`config.mk`:
```
export PLATFORM = sky130hd
export DESIGN_NAME = text_renderer_flat
export DESIGN_NICKNAME = d
export VERILOG_FILES = /design/src/rtl/text_renderer_if.sv /design/src/rtl/text_renderer.sv /design/src/flat_wrapper.sv
export SDC_FILE = /design/constraint.sdc
export NUM_CORES = 1
export LEC_CHECK = 0
export CAP_MARGIN = 20
export CORE_ASPECT_RATIO = 0.75
export CORE_MARGIN = 3
export CORE_UTILIZATION = 30
export CTS_CLUSTER_DIAMETER = 150
export DETAILED_ROUTE_END_ITERATION = 8
export PLACE_DENSITY = 0.6
export SLEW_MARGIN = 30
export SYNTH_ARGS = -nofsm -noshare
export SYNTH_HDL_FRONTEND = slang
export SYNTH_SLANG_ARGS = --single-unit
```
`constraint.sdc`:
```
create_clock -name clk -period 3.8 [get_ports clk]
set_input_delay 0.76 -clock clk [delete_from_list [all_inputs] [get_ports clk]]
set_output_delay 0.76 -clock clk [all_outputs]
set_load 0.01 [all_outputs]
```
`src/rtl/text_renderer_if.sv`:
```
// Pixel write bus between the text renderer (master) and a pixel sink (slave).
interface text_renderer_if;
    logic [7:0] plot_x;
    logic [7:0] plot_y;
    logic [5:0] plot_colour;
    logic       plot;
    logic       plot_ready;

    modport master (output plot_x, plot_y, plot_colour, plot, input plot_ready);
    modport slave  (input plot_x, plot_y, plot_colour, plot, output plot_ready);
endinterface

```
`src/rtl/text_renderer.sv`:
```
// Draws a string of bitmap glyphs as a stream of pixel writes, fetching one
// glyph row per LOAD cycle from an external combinational glyph ROM.
module text_renderer #(
    parameter int NUM_CHARS   = 4,
    parameter int CHAR_W      = 8,
    parameter int CHAR_H      = 10,
    parameter int SPACING     = 1,
    parameter bit TRANSPARENT = 1'b1
) (
    input  logic                   clk,
    input  logic                   reset,
    input  logic                   start,
    input  logic [7:0]             x,
    input  logic [7:0]             y,
    input  logic [6*NUM_CHARS-1:0] chars,
    input  logic [5:0]             fg_colour,
    input  logic [5:0]             bg_colour,
    output logic [5:0]             glyph_code,
    output logic [3:0]             glyph_row,
    input  logic [7:0]             glyph_bits,
    text_renderer_if.master        pix,
    output logic                   busy,
    output logic                   done
);

    localparam int                SLOT_W    = (NUM_CHARS > 1) ? $clog2(NUM_CHARS) : 1;
    localparam logic [7:0]        PITCH     = 8'(CHAR_W + SPACING);
    localparam logic [2:0]        LAST_COL  = 3'(CHAR_W - 1);
    localparam logic [3:0]        LAST_ROW  = 4'(CHAR_H - 1);
    localparam logic [SLOT_W-1:0] LAST_SLOT = SLOT_W'(NUM_CHARS - 1);

    typedef enum logic [1:0] {
        IDLE   = 2'd0,
        LOAD   = 2'd1,
        DRAW   = 2'd2,
        FINISH = 2'd3
    } state_t;

    typedef struct packed {
        logic       plot;
        logic [7:0] px;
        logic [7:0] py;
        logic [5:0] colour;
    } pix_t;

    state_t                 state_q, state_d;
    logic [SLOT_W-1:0]      slot_q, slot_d;
    logic [3:0]             row_q, row_d;
    logic [2:0]             col_q, col_d;
    logic [7:0]             base_x_q, base_x_d;
    logic [7:0]             y_q, y_d;
    logic [6*NUM_CHARS-1:0] chars_q, chars_d;
    logic [5:0]             fg_q, fg_d;
    logic [5:0]             bg_q, bg_d;
    logic [7:0]             bits_q, bits_d;
    pix_t                   pix_q, pix_d;
    logic [5:0]             glyph_code_q, glyph_code_d;
    logic [3:0]             glyph_row_q, glyph_row_d;
    logic                   busy_q, busy_d;
    logic                   done_q, done_d;

    // Bit 7 of a glyph row is its leftmost column.
    function automatic pix_t pixel(input logic [7:0] bx, input logic [7:0] py,
                                   input logic [7:0] b, input logic [2:0] c,
                                   input logic [5:0] fg, input logic [5:0] bg);
        pix_t p;
        logic set;
        set      = b[3'd7 - c];
        p.plot   = set | !TRANSPARENT;
        p.px     = bx + {5'd0, c};
        p.py     = py;
        p.colour = set ? fg : bg;
        return p;
    endfunction

    // Next-state, counter and pixel computation; base_x_q tracks column 0 of the current slot.
    always_comb begin
        state_d      = state_q;
        slot_d       = slot_q;
        row_d        = row_q;
        col_d        = col_q;
        base_x_d     = base_x_q;
        y_d          = y_q;
        chars_d      = chars_q;
        fg_d         = fg_q;
        bg_d         = bg_q;
        bits_d       = bits_q;
        pix_d        = pix_q;
        glyph_code_d = glyph_code_q;
        glyph_row_d  = glyph_row_q;
        busy_d       = 1'b0;
        done_d       = 1'b0;
        case (state_q)
            IDLE: begin
                if (start) begin
                    state_d      = LOAD;
                    slot_d       = '0;
                    row_d        = 4'd0;
                    col_d        = 3'd0;
                    base_x_d     = x;
                    y_d          = y;
                    chars_d      = chars;
                    fg_d         = fg_colour;
                    bg_d         = bg_colour;
                    glyph_code_d = chars[5:0];
                    glyph_row_d  = 4'd0;
                    busy_d       = 1'b1;
                end else begin
                    state_d = IDLE;
                end
            end
            LOAD: begin
                state_d = DRAW;
                bits_d  = glyph_bits;
                col_d   = 3'd0;
                pix_d   = pixel(base_x_q, y_q + {4'd0, row_q}, glyph_bits, 3'd0, fg_q, bg_q);
                busy_d  = 1'b1;
            end
            DRAW: begin
                busy_d = 1'b1;
                if (!pix_q.plot || pix.plot_ready) begin
                    if (col_q != LAST_COL) begin
                        col_d = col_q + 3'd1;
                        pix_d = pixel(base_x_q, y_q + {4'd0, row_q}, bits_q, col_q + 3'd1, fg_q, bg_q);
                    end else begin
                        pix_d.plot = 1'b0;
                        if (row_q != LAST_ROW) begin
                            state_d = LOAD;
                            row_d   = row_q + 4'd1;
                        end else if (slot_q != LAST_SLOT) begin
                            // The current slot's code always sits in the low six bits.
                            state_d  = LOAD;
                            row_d    = 4'd0;
                            slot_d   = slot_q + SLOT_W'(1);
                            base_x_d = base_x_q + PITCH;
                            chars_d  = chars_q >> 4'd6;
                        end else begin
                            state_d = FINISH;
                            busy_d  = 1'b0;
                            done_d  = 1'b1;
                        end
                        glyph_row_d  = row_d;
                        glyph_code_d = chars_d[5:0];
                    end
                end else begin
                    state_d = DRAW;
                end
            end
            FINISH: begin
                state_d = IDLE;
            end
            default: begin
                state_d = IDLE;
            end
        endcase
    end

    // State and output registers with synchronous reset.
    always_ff @(posedge clk) begin
        if (reset) begin
            state_q      <= IDLE;
            slot_q       <= '0;
            row_q        <= 4'd0;
            col_q        <= 3'd0;
            base_x_q     <= 8'd0;
            y_q          <= 8'd0;
            chars_q      <= '0;
            fg_q         <= 6'd0;
            bg_q         <= 6'd0;
            bits_q       <= 8'd0;
            pix_q        <= '0;
            glyph_code_q <= 6'd0;
            glyph_row_q  <= 4'd0;
            busy_q       <= 1'b0;
            done_q       <= 1'b0;
        end else begin
            state_q      <= state_d;
            slot_q       <= slot_d;
            row_q        <= row_d;
            col_q        <= col_d;
            base_x_q     <= base_x_d;
            y_q          <= y_d;
            chars_q      <= chars_d;
            fg_q         <= fg_d;
            bg_q         <= bg_d;
            bits_q       <= bits_d;
            pix_q        <= pix_d;
            glyph_code_q <= glyph_code_d;
            glyph_row_q  <= glyph_row_d;
            busy_q       <= busy_d;
            done_q       <= done_d;
        end
    end

    assign pix.plot        = pix_q.plot;
    assign pix.plot_x      = pix_q.px;
    assign pix.plot_y      = pix_q.py;
    assign pix.plot_colour = pix_q.colour;
    assign glyph_code      = glyph_code_q;
    assign glyph_row       = glyph_row_q;
    assign busy            = busy_q;
    assign done            = done_q;

endmodule

```
`src/flat_wrapper.sv`:
```
// flat-port wrapper written by rule: the top's interface ports become plain ports
module text_renderer_flat 
#(
    parameter int NUM_CHARS   = 4,
    parameter int CHAR_W      = 8,
    parameter int CHAR_H      = 10,
    parameter int SPACING     = 1,
    parameter bit TRANSPARENT = 1'b1
)
  (clk, reset, start, x, y, chars, fg_colour, bg_colour, glyph_code, glyph_row, glyph_bits, busy, done, pix_plot_x, pix_plot_y, pix_plot_colour, pix_plot, pix_plot_ready);
  text_renderer_if pix_i ();
  input  logic clk;
  input  logic reset;
  input  logic start;
  input  logic [7:0] x;
  input  logic [7:0] y;
  input  logic [6*NUM_CHARS-1:0] chars;
  input  logic [5:0] fg_colour;
  input  logic [5:0] bg_colour;
  output logic [5:0] glyph_code;
  output logic [3:0] glyph_row;
  input  logic [7:0] glyph_bits;
  output logic busy;
  output logic done;
  output wire logic [$bits(pix_i.plot_x)-1:0] pix_plot_x;
  output wire logic [$bits(pix_i.plot_y)-1:0] pix_plot_y;
  output wire logic [$bits(pix_i.plot_colour)-1:0] pix_plot_colour;
  output wire logic [$bits(pix_i.plot)-1:0] pix_plot;
  input wire logic [$bits(pix_i.plot_ready)-1:0] pix_plot_ready;
  assign pix_plot_x = pix_i.plot_x;
  assign pix_plot_y = pix_i.plot_y;
  assign pix_plot_colour = pix_i.plot_colour;
  assign pix_plot = pix_i.plot;
  assign pix_i.plot_ready = pix_plot_ready;
  text_renderer #(.NUM_CHARS(NUM_CHARS), .CHAR_W(CHAR_W), .CHAR_H(CHAR_H), .SPACING(SPACING), .TRANSPARENT(TRANSPARENT)) u_core (.clk(clk), .reset(reset), .start(start), .x(x), .y(y), .chars(chars), .fg_colour(fg_colour), .bg_colour(bg_colour), .glyph_code(glyph_code), .glyph_row(glyph_row), .glyph_bits(glyph_bits), .pix(pix_i), .busy(busy), .done(done));
endmodule
```
* Yosys cells after proc, flatten, opt, wreduce, memory -nomap -nowiden
Index checks and enable logic that the tools add are counted.
** Operators by class
- Add/subtract/negate cells :: 7
- $lt $le $gt $ge :: 1
- Equality and inequality tests :: 14
- Mux-type cells :: 53
- Bitwise gates (word level) :: 2
- Reductions and logical operators :: 14
** Operator list (number)
- 2-to-1 mux 24 bit :: 5
- one-hot mux 24 bit (2 select lines) :: 1
- one-hot mux 23 bit (2 select lines) :: 1
- 2-to-1 mux 8 bit :: 5
- 2-to-1 mux 6 bit :: 5
- 2-to-1 mux 23 bit :: 1
- 2-to-1 mux 22 bit :: 1
- 2-to-1 mux 4 bit :: 5
- 2-to-1 mux 2 bit :: 9
- one-hot mux 8 bit (2 select lines) :: 1
- one-hot mux 6 bit (2 select lines) :: 1
- 2-to-1 mux 1 bit :: 9
- 2-to-1 mux 3 bit :: 3
- one-hot mux 3 bit (3 select lines) :: 1
- adder 8 x 3 -> 8 bit :: 1
- adder 8 x 4 -> 8 bit :: 1
- adder 8 x 4 -> 8 bit, second input constant :: 1
- inequality test 2 bit, second input constant :: 4
- one-hot mux 2 bit (4 select lines) :: 1
- one-hot mux 4 bit (2 select lines) :: 1
- AND reduction 4 bit :: 2
- inequality test 2 x 1 -> 1 bit, second input constant :: 3
- inequality test 3 bit, second input constant :: 2
- AND reduction 6 bit :: 1
- 22 further kinds :: 26
** Storage, ports and cells
- Flip-flop bits (word level) :: 102
- Input bits :: 64
- Logic and storage cells :: 109

* Logic depth before layout (Yosys ltp)
Gate-level depths: netlist (run 1).
- Word-level depth :: 8
- Depth in mapped cells :: 8
- Mapped depth without buffers :: 7

* Worst setup path after synthesis (run 1)
OpenSTA, ideal clock, no wires.
- Kind :: register -> register
- Start point :: reg u_core.col_q[0]
- End point :: reg u_core.pix_q, in the netlist u_core.pix.plot_x[7]
- Arrival :: 2.013 ns
- Path slack :: 1.696 ns
- Stages on the path, launching flop included :: 7
- Path buffers :: 0
- Period minus slack after synthesis :: 2.104 ns
- Path through :: dfxtp_1 ha_1 ha_1 ha_1 a21oi_1 or4_1 a311oi_1
** Between the ends
- Word-level cells in the longest chain between the ends :: 5
** Ends and longest elaborated chain
- start, declared :: line text_renderer.sv:49 : logic [2:0] col_q, col_d;
- start signal, assigned :: line text_renderer.sv:180 : col_q <= col_d;
- adder 3 x 1 -> 3 bit :: line text_renderer.sv:124 : pix_d = pixel(base_x_q, y_q + {4'd0, row_q}, bits_q, col_q + 3'd1, fg_q, bg_q);
- adder 8 x 3 -> 8 bit :: line text_renderer.sv:70 : p.px = bx + {5'd0, c};
- 2-to-1 mux 22 bit :: line text_renderer.sv:122 : if (col_q != LAST_COL) begin
- 2-to-1 mux 23 bit :: line text_renderer.sv:121 : if (!pix_q.plot || pix.plot_ready) begin
- one-hot mux 23 bit (2 select lines) :: line text_renderer.sv:93 : case (state_q)
- end signal, assigned :: line text_renderer.sv:187 : pix_q <= pix_d;
- end, declared :: line text_renderer.sv:56 : pix_t pix_q, pix_d;
Parallel ways exist; a longest one is shown, timed or not. The select of a mux whose other input is x is not followed.
A chain may end at the register's enable or synchronous reset.

* Worst setup path in the final report (run 1)
- Start point :: reg u_core.col_q[0]
- End point :: reg u_core.base_x_q[5]
** Between the ends
- Word-level cells in the longest chain between the ends :: 3
** Ends and longest elaborated chain
- inequality test 3 bit :: line text_renderer.sv:122
- inequality test 2 bit (no line)
- AND reduction 6 bit (no line)
- end signal, assigned :: line text_renderer.sv:181 : base_x_q <= base_x_d;
- end, declared :: line text_renderer.sv:50 : logic [7:0] base_x_q, base_x_d;
No other way between the ends.

==> results.md, run 1 <==
- Run status: finished clean
- Peak Freq: slightly below 400 MHz
- Top FF cell, synth: dfxtp_1
- WL final: about 12,000 um
- DP HPWL: roughly 8700 um
- Die height: roughly 110 um
- Post-Synthesis Cells: 530
- Crit Path Max Fanout: 20
- Number of global-route vias before repair: roughly 4,000
- Core Region: 14,700 sq um
- Die Footprint: between 15,000 and 20,000 sq um
- Synth area leaders: dfxtp_1 (42%), a21oi_1 (6.9%), nand2_1 (6.9%)
- CTS H-tree depth: 3
- Worst min path class: reg2reg
- Pin count of the biggest net entering global routing: between 80 and 90
- Most frequent cells in the layout: clkdlybuf4s50_1 (97), dfxtp_1 (96), nand2_1 (84)
- Critical Path RT: 4060 ps
- DR iter-0 viols: 252
- Final worst slack: around 1200 ps
- Final setup vio count: 0
- Sequential area share after synthesis: between 40% and 50%
- DRC Markers: 0
- Overflow after GRT: 0
- Clk Latency, worst-skew pair: approximately 330 ps
- Slew @ Worst Pin: just over 900 ps
- Fin. max-slew vios: 0
- # nets final: around 680
- Area leader, netlist: dfxtp_1
- Fraction of layout cells with a size suffix above 1: between 9 and 10%
- Seq cells post-synth: 96
- TritonCTS Buffers: 9
- DR vias: a little over 4,000
- Top-area cell type share of the netlist area: between 40% and 50%
- First-pass DRT Iterations: 5
- Clock Skews: between 8 and 9 ps
- Syn nets: between 600 and 700
- Crit. End Element: flip-flop
- Via density: 5.05
- Period utilization: 67.7%
- I/O pin count: 99
- CTS resizes: 0
- Static leakage power: around 2.1 nW
- Fill cells: between 1,000 and 1,500
- Non-Filler Instances: a little over 800
- Netlist cell types: 55
- Clock slew at reported path FFs: about 70 ps
- Critical path data arrival time: roughly 2800 ps
- Clock Sinks: 96
- IO Port Bufs: a little under 100
- Peak VDD IR: between 0.2 and 0.25 mV
- Final TNS setup: 0 ps
- Area growth syn-to-layout: 30.7%
- Starting density of the core: between 30% and 40%
- Die X: between 100 and 150 um
- Mean Syn Cell Area: 8.67 sq um
- Rel. slew slack: 39.1%
- Antenna Cells: 0
- Syn. warnings: 0
- Initial antenna violation count: 0
- Leading cell type in the layout, fill and taps excluded: clkdlybuf4s50_1
- Crit Path Class: reg2reg
- Fin Hold WS: around 460 ps
- Max cap viols: 0
- Pwr dens: ~430 nW/um^2
- Dpl cells: around 790
- Global placement routability congestion: around 0.78
- Pre-CTS setup slack: 882 ps
- First-pass GRT wire length: ~20,000 um
- WL/cell: 15.0 um
- Crit start category: flip-flop
- Antenna viol nets, final: 0
- Root Driver: clkbuf_16
- CTS Buffer Depth: 2
- TritonCTS clock tree: done
- Global-route usage over all layers: between 10% and 20%
- Power Total: approximately 2.6 mW
- # Post-CTS Setup Buffers: 0
- Number of synthesized flops with an enable pin: 0
- Std-Cell Rows: 38
- CTS Hold Bufs: 0
- Final hold vios: 0
- Async SR Flop Fraction: 0%
- RSZ-0062 raised after global routing: no
- Cell area after synthesis: 4600 sq um
- Post-layout minimum cycle time: about 2600 ps
[flip-flops by register name, indices dropped and copies added (netlist names), 2 cells and up]
| name | count |
|---|---|
| u_core.chars_q | 18 |
| u_core.base_x_q | 8 |
| u_core.bits_q | 8 |
| u_core.pix.plot_x | 8 |
| u_core.pix.plot_y | 8 |
| u_core.y_q | 8 |
| u_core.bg_q | 6 |
| u_core.fg_q | 6 |
| u_core.glyph_code | 6 |
| u_core.pix.plot_colour | 6 |
| u_core.glyph_row | 4 |
| u_core.col_q | 3 |
| u_core.slot_q | 2 |
| u_core.state_q | 2 |
[routing by layer]
| layer | global-route usage (%) | routed length, um | vias to the layer above | part of all wire, % |
|---|---|---|---|---|
| li1 | - | - | 2051 | - |
| met1 | 20.0 | 5830 | 1931 | 48 |
| met2 | 22.4 | 5490 | 81 | 45 |
| met3 | 4.08 | 681 | 6 | 5.6 |
| met4 | 3.29 | 90 | 0 | 0.74 |
| met5 | 0 | 0 | - | 0 |
[cell families after synthesis]
logic type | share of synthesized area, %
adder cells (fa/ha/maj) | 4.41
multiplexers | 2.99
AND/OR/NAND/NOR | 21.4
flip-flops | 41.8
AO/OA/AOI/OAI | 22.5
buffers and inverters | 5.44
XOR/XNOR | 1.52
[final cells by class]
type | instances | area, sq um | area share (%)
clock buffer | 10 | 239 | 3.98
sequential | 96 | 1920 | 32.0
multi-input combinational | 381 | 2450 | 40.7
clock inverter | 5 | 81.3 | 1.35
tap | 200 | 250 | 4.16
inverter | 8 | 30.0 | 0.500
timing repair buffer | 106 | 1040 | 17.3
[cell usage after synthesis (all sizes together), types with 2 or more instances]
cell / count
nor2: 40
o22ai: 2
nor3b: 2
a31oi: 4
dfxtp: 96
o211ai: 2
mux2: 2
a211oi: 8
a21oi: 63
fa: 2
a221oi: 18
a211o: 5
o21ai: 11
a311oi: 8
nand2: 84
a21o: 3
and2: 2
xnor2: 7
buf: 16
o31ai: 7
nand2b: 5
nand4b: 2
ha: 13
nor2b: 2
nand3: 18
nor3: 27
mux4: 2
o221a: 6
a41oi: 2
or3: 7
nand3b: 2
mux2i: 7
clkbuf: 29
inv: 8
o21a: 6
[power by group]
group | leakage [nW] | switching [mW] | internal (mW) | total [mW]
sequential | 0.788 | 0.0658 | 1.09 | 1.15
clock | 0.155 | 0.371 | 0.591 | 0.962
combinational | 1.19 | 0.244 | 0.239 | 0.482
[worst max-delay path, cell delays in order (launching register included)]
cell,delay (ps)
dfxtp_1,470
ha_1,200
ha_1,370
inv_1,210
o41ai_4,600
buf_4,330
a21oi_1,110
a211oi_2,190
[final timing paths]
path	start	to	slack, ps	cells past startpoint
worst max-delay path	u_core.col_q[0]$_SDFFE_PP0P_	u_core.base_x_q[5]$_SDFFE_PP0P_	1230	7
worst min-delay path	u_core.bits_q[7]$_SDFFE_PP0P_	u_core.bits_q[7]$_SDFFE_PP0P_	460	2
worst max register to register	u_core.col_q[0]$_SDFFE_PP0P_	u_core.base_x_q[5]$_SDFFE_PP0P_	1230	7
worst min register to register	u_core.bits_q[7]$_SDFFE_PP0P_	u_core.bits_q[7]$_SDFFE_PP0P_	460	2
[metrics by stage]
stage	instance area, sq um	util, %
final	6010	40.8
after global routing	6010	40.8
after CTS	6010	40.8
after detailed placement	5690	38.6
after global placement	5690	38.6
after floorplan	4600	-
Note: power is estimated with default switching activity, not from simulation.
==> inputs of run 2 (changes only) <==
==> constraint.sdc (replaced) <==
create_clock -name clk -period 2.4 [get_ports clk]
set_input_delay 0.48 -clock clk [delete_from_list [all_inputs] [get_ports clk]]
set_output_delay 0.48 -clock clk [all_outputs]
set_load 0.01 [all_outputs]
==> run 2 against run 1 <==
Net effect:
- via count rose by 2.3%
- setup slack got worse by 1100 ps
- flip-flop and latch count did not move
- first-iteration DRC count rose by 5.6%
- clock skew fell by 1.8 ps
- register-to-register slack got worse by 1100 ps
- die area did not move
- routed wire length rose by 5.4%
- sequential share of layout area fell by 0.79 points
- worst hold slack got worse by 5.2 ps
- critical path type unchanged
- clock power rose by 55%
- power rose by 59%
==> results.md, run 2 (synthesized netlist as in run 1, its figures left out) <==
- DR vias: 4,161 (+2.3%)
- WL/cell: 15.4 um (+3.0%)
- Final hold vios: 0 (unchanged)
- Die Footprint: 16,900 sq um (unchanged)
- I/O pin count: 99 (unchanged)
- Number of flip-flops in the largest register: 18 (unchanged)
- CTS Buffer Depth: 2 (unchanged)
- TritonCTS Buffers: 9 (unchanged)
- Rel. slew slack: 49.7% (+11 points)
- CTS resizes: 0 (unchanged)
- DRC Markers: 0 (unchanged)
- Clock Sinks: 96 (unchanged)
- Global-route usage over all layers: 15.0% (+0.51 points)
- Global placement routability congestion: 0.807 (+3.5%)
- Crit Path Max Fanout: 6 (-70%)
- Overflow after GRT: 0 (unchanged)
- Pin count of the biggest net entering global routing: 60 (-29%)
- Footprint of the multi-input gates: 2450 sq um (unchanged)
- RSZ-0062 raised after global routing: no
- Final setup vio count: 0 (unchanged)
- Std-Cell Rows: 38 (unchanged)
- Core Region: 14,700 sq um (unchanged)
- WL final: 12,700 um (+5.4%)
- Die height: 113 um (unchanged)
- Pwr dens: 671 nW/um^2 (+55%)
- First-pass GRT wire length: 20,600 um (+3.5%)
- Clock Skews: 6.48 ps (-1.82 ps)
- Max cap viols: 0 (unchanged)
- Antenna viol nets, final: 0 (unchanged)
- CTS Hold Bufs: 0 (unchanged)
- Clk Latency, worst-skew pair: 340 ps (about the same)
- Run status: finished clean
- IO Port Bufs: 98 (unchanged)
- Fin. max-slew vios: 0 (unchanged)
- Fill cells: 1,475 (+0.55%)
- TritonCTS clock tree: done
- # Post-CTS Setup Buffers: 0 (unchanged)
- Antenna Cells: 0 (unchanged)
- Met1 Use GR: 20.9% (+0.85 points)
- Power Total: 4.14 mW (+59%)
- Post-layout minimum cycle time: 2240 ps (-329 ps)
- Crit start category: flip-flop
- Slowest-stage cell, CP: ha_1
- # nets final: 700 (+2.8%)
- Most frequent cells in the layout: clkdlybuf4s50_1 (97), dfxtp_1 (96), nand2_1 (84)
- Peak VDD IR: 0.445 mV (+96%)
- GR Util met3: 4.24% (+0.16 points)
- Period utilization: 93.5% (+26 points)
- Gr busiest metal: met2
- Crit Path Class: reg2reg
- Fin Hold WS: 452 ps (-5.18 ps)
- Initial antenna violation count: 0 (unchanged)
- Static leakage power: 2.22 nW (+4.2%)
- Leading cell type in the layout, fill and taps excluded: clkdlybuf4s50_1
- Reg with most FFs: u_core.chars_q
- DR iter-0 viols: 266 (+5.6%)
- Slew @ Worst Pin: 754 ps (-159 ps)
- Crit. End Element: flip-flop
- CP max stage delay: 400 ps (-200 ps)
- Via density: 5.04 (about the same)
- Peak Freq: 446 MHz (+15%)
- Clock slew at reported path FFs: 60 ps (about the same)
- Worst path cell trace: ha_1 > ha_1 > mux4_2 > mux2i_1 > nand2_1 > o221a_2
- Register area: 1920 sq um (unchanged)
- Die X: 149 um (unchanged)
- Root Driver: clkbuf_16
- Finished Core Util: 41.8% (+1.0 points)
- Critical path data arrival time: 2480 ps (-350 ps)
- Area growth syn-to-layout: 34.0%
- CP dominant cell by count: ha_1
- Starting density of the core: 31.2% (unchanged)
- Worst min path class: reg2reg
- DP HPWL: 9220 um (+6.0%)
- CTS H-tree depth: 3 (unchanged)
- GR Layer Usage met2: 22.8% (+0.45 points)
- Number of global-route vias before repair: 4,124 (+5.7%)
- Critical Path RT: 2630 ps (-1430 ps)
- Fraction of layout cells with a size suffix above 1: 12.2% (+2.3 points)
- First-pass DRT Iterations: 4 (-1)
run 2: cell count changes in the layout (fill, tap and decap cells not counted):
| cell | before | now |
|---|---|---|
| clkinv_4 | 1 | 0 |
| buf_12 | 0 | 2 |
| clkbuf_1 | 0 | 3 |
| clkinv_2 | 1 | 0 |
| clkbuf_8 | 1 | 0 |
| buf_4 | 9 | 26 |
run 2: layout make-up:
cell class,count,area share [%]
Tap cell,200,4.06
Sequential cell,96,31.2
Clock inverter,3,1.10
Inverter,8,0.487
Timing Repair Buffer,125,19.6
Multi-Input combinational cell,381,39.7
Clock buffer,12,3.84
run 2: where the power goes:
part | leakage (nW) | switching, mW | total [mW] | internal, mW
combinational | 1.29 | 0.412 | 0.827 | 0.416
sequential | 0.788 | 0.0957 | 1.82 | 1.72
clock | 0.143 | 0.579 | 1.49 | 0.909
total | 2.22 | 1.09 | 4.14 | 3.05
run 2: routing by layer:
layer / share of wire [%] / vias to the layer above
li1: - / 2091
met1: 49 / 1965
met2: 45 / 88
met3: 4.7 / 17
met4: 1.4 / 0
met5: 0 / -
run 2: metrics by stage:
stage	TNS (ps)	setup slack [ps]	cell area [sq um]	std cells
detailed placement	-543	-75.2	5850	809
finish	0	157	6160	825
floorplan	0	296	4600	530
global placement	-409	-43.9	5850	809
CTS	0	182	6150	824
global route	0	21.8	6160	825
run 2: worst paths after layout:
| kind | startpoint | to | slack [ps] | depth (start not counted) |
|---|---|---|---|---|
| min reg2reg | u_core.chars_q[23]$_SDFFE_PP0P_ | u_core.chars_q[23]$_SDFFE_PP0P_ | 450 | 2 |
| max | u_core.col_q[0]$_SDFFE_PP0P_ | u_core.pix.plot_colour[4]$_SDFFE_PP0P_ | 160 | 6 |
| max reg2reg | u_core.col_q[0]$_SDFFE_PP0P_ | u_core.pix.plot_colour[4]$_SDFFE_PP0P_ | 160 | 6 |
| min | u_core.chars_q[23]$_SDFFE_PP0P_ | u_core.chars_q[23]$_SDFFE_PP0P_ | 450 | 2 |
run 2: worst max-delay path, delay by kind of cell (launching register included):
| family | cells | cell delay, ps |
|---|---|---|
| and+or+nand+nor | 1 | 260 |
| adders and majority gates | 2 | 600 |
| AOI/OAI and AO/OA | 1 | 330 |
| muxes | 2 | 640 |
| DFF | 1 | 310 |
==> inputs of run 3 (changes only) <==
--- a/config.mk
+++ b/config.mk
@@ -12,6 +12,7 @@
 export CTS_CLUSTER_DIAMETER = 150
 export DETAILED_ROUTE_END_ITERATION = 8
 export PLACE_DENSITY = 0.6
+export SKIP_CTS_REPAIR_TIMING = 1
 export SLEW_MARGIN = 30
 export SYNTH_ARGS = -nofsm -noshare
 export SYNTH_HDL_FRONTEND = slang
==> results of run 3 <==
The final DEF is identical to that of run 2; final timing and power are the same.
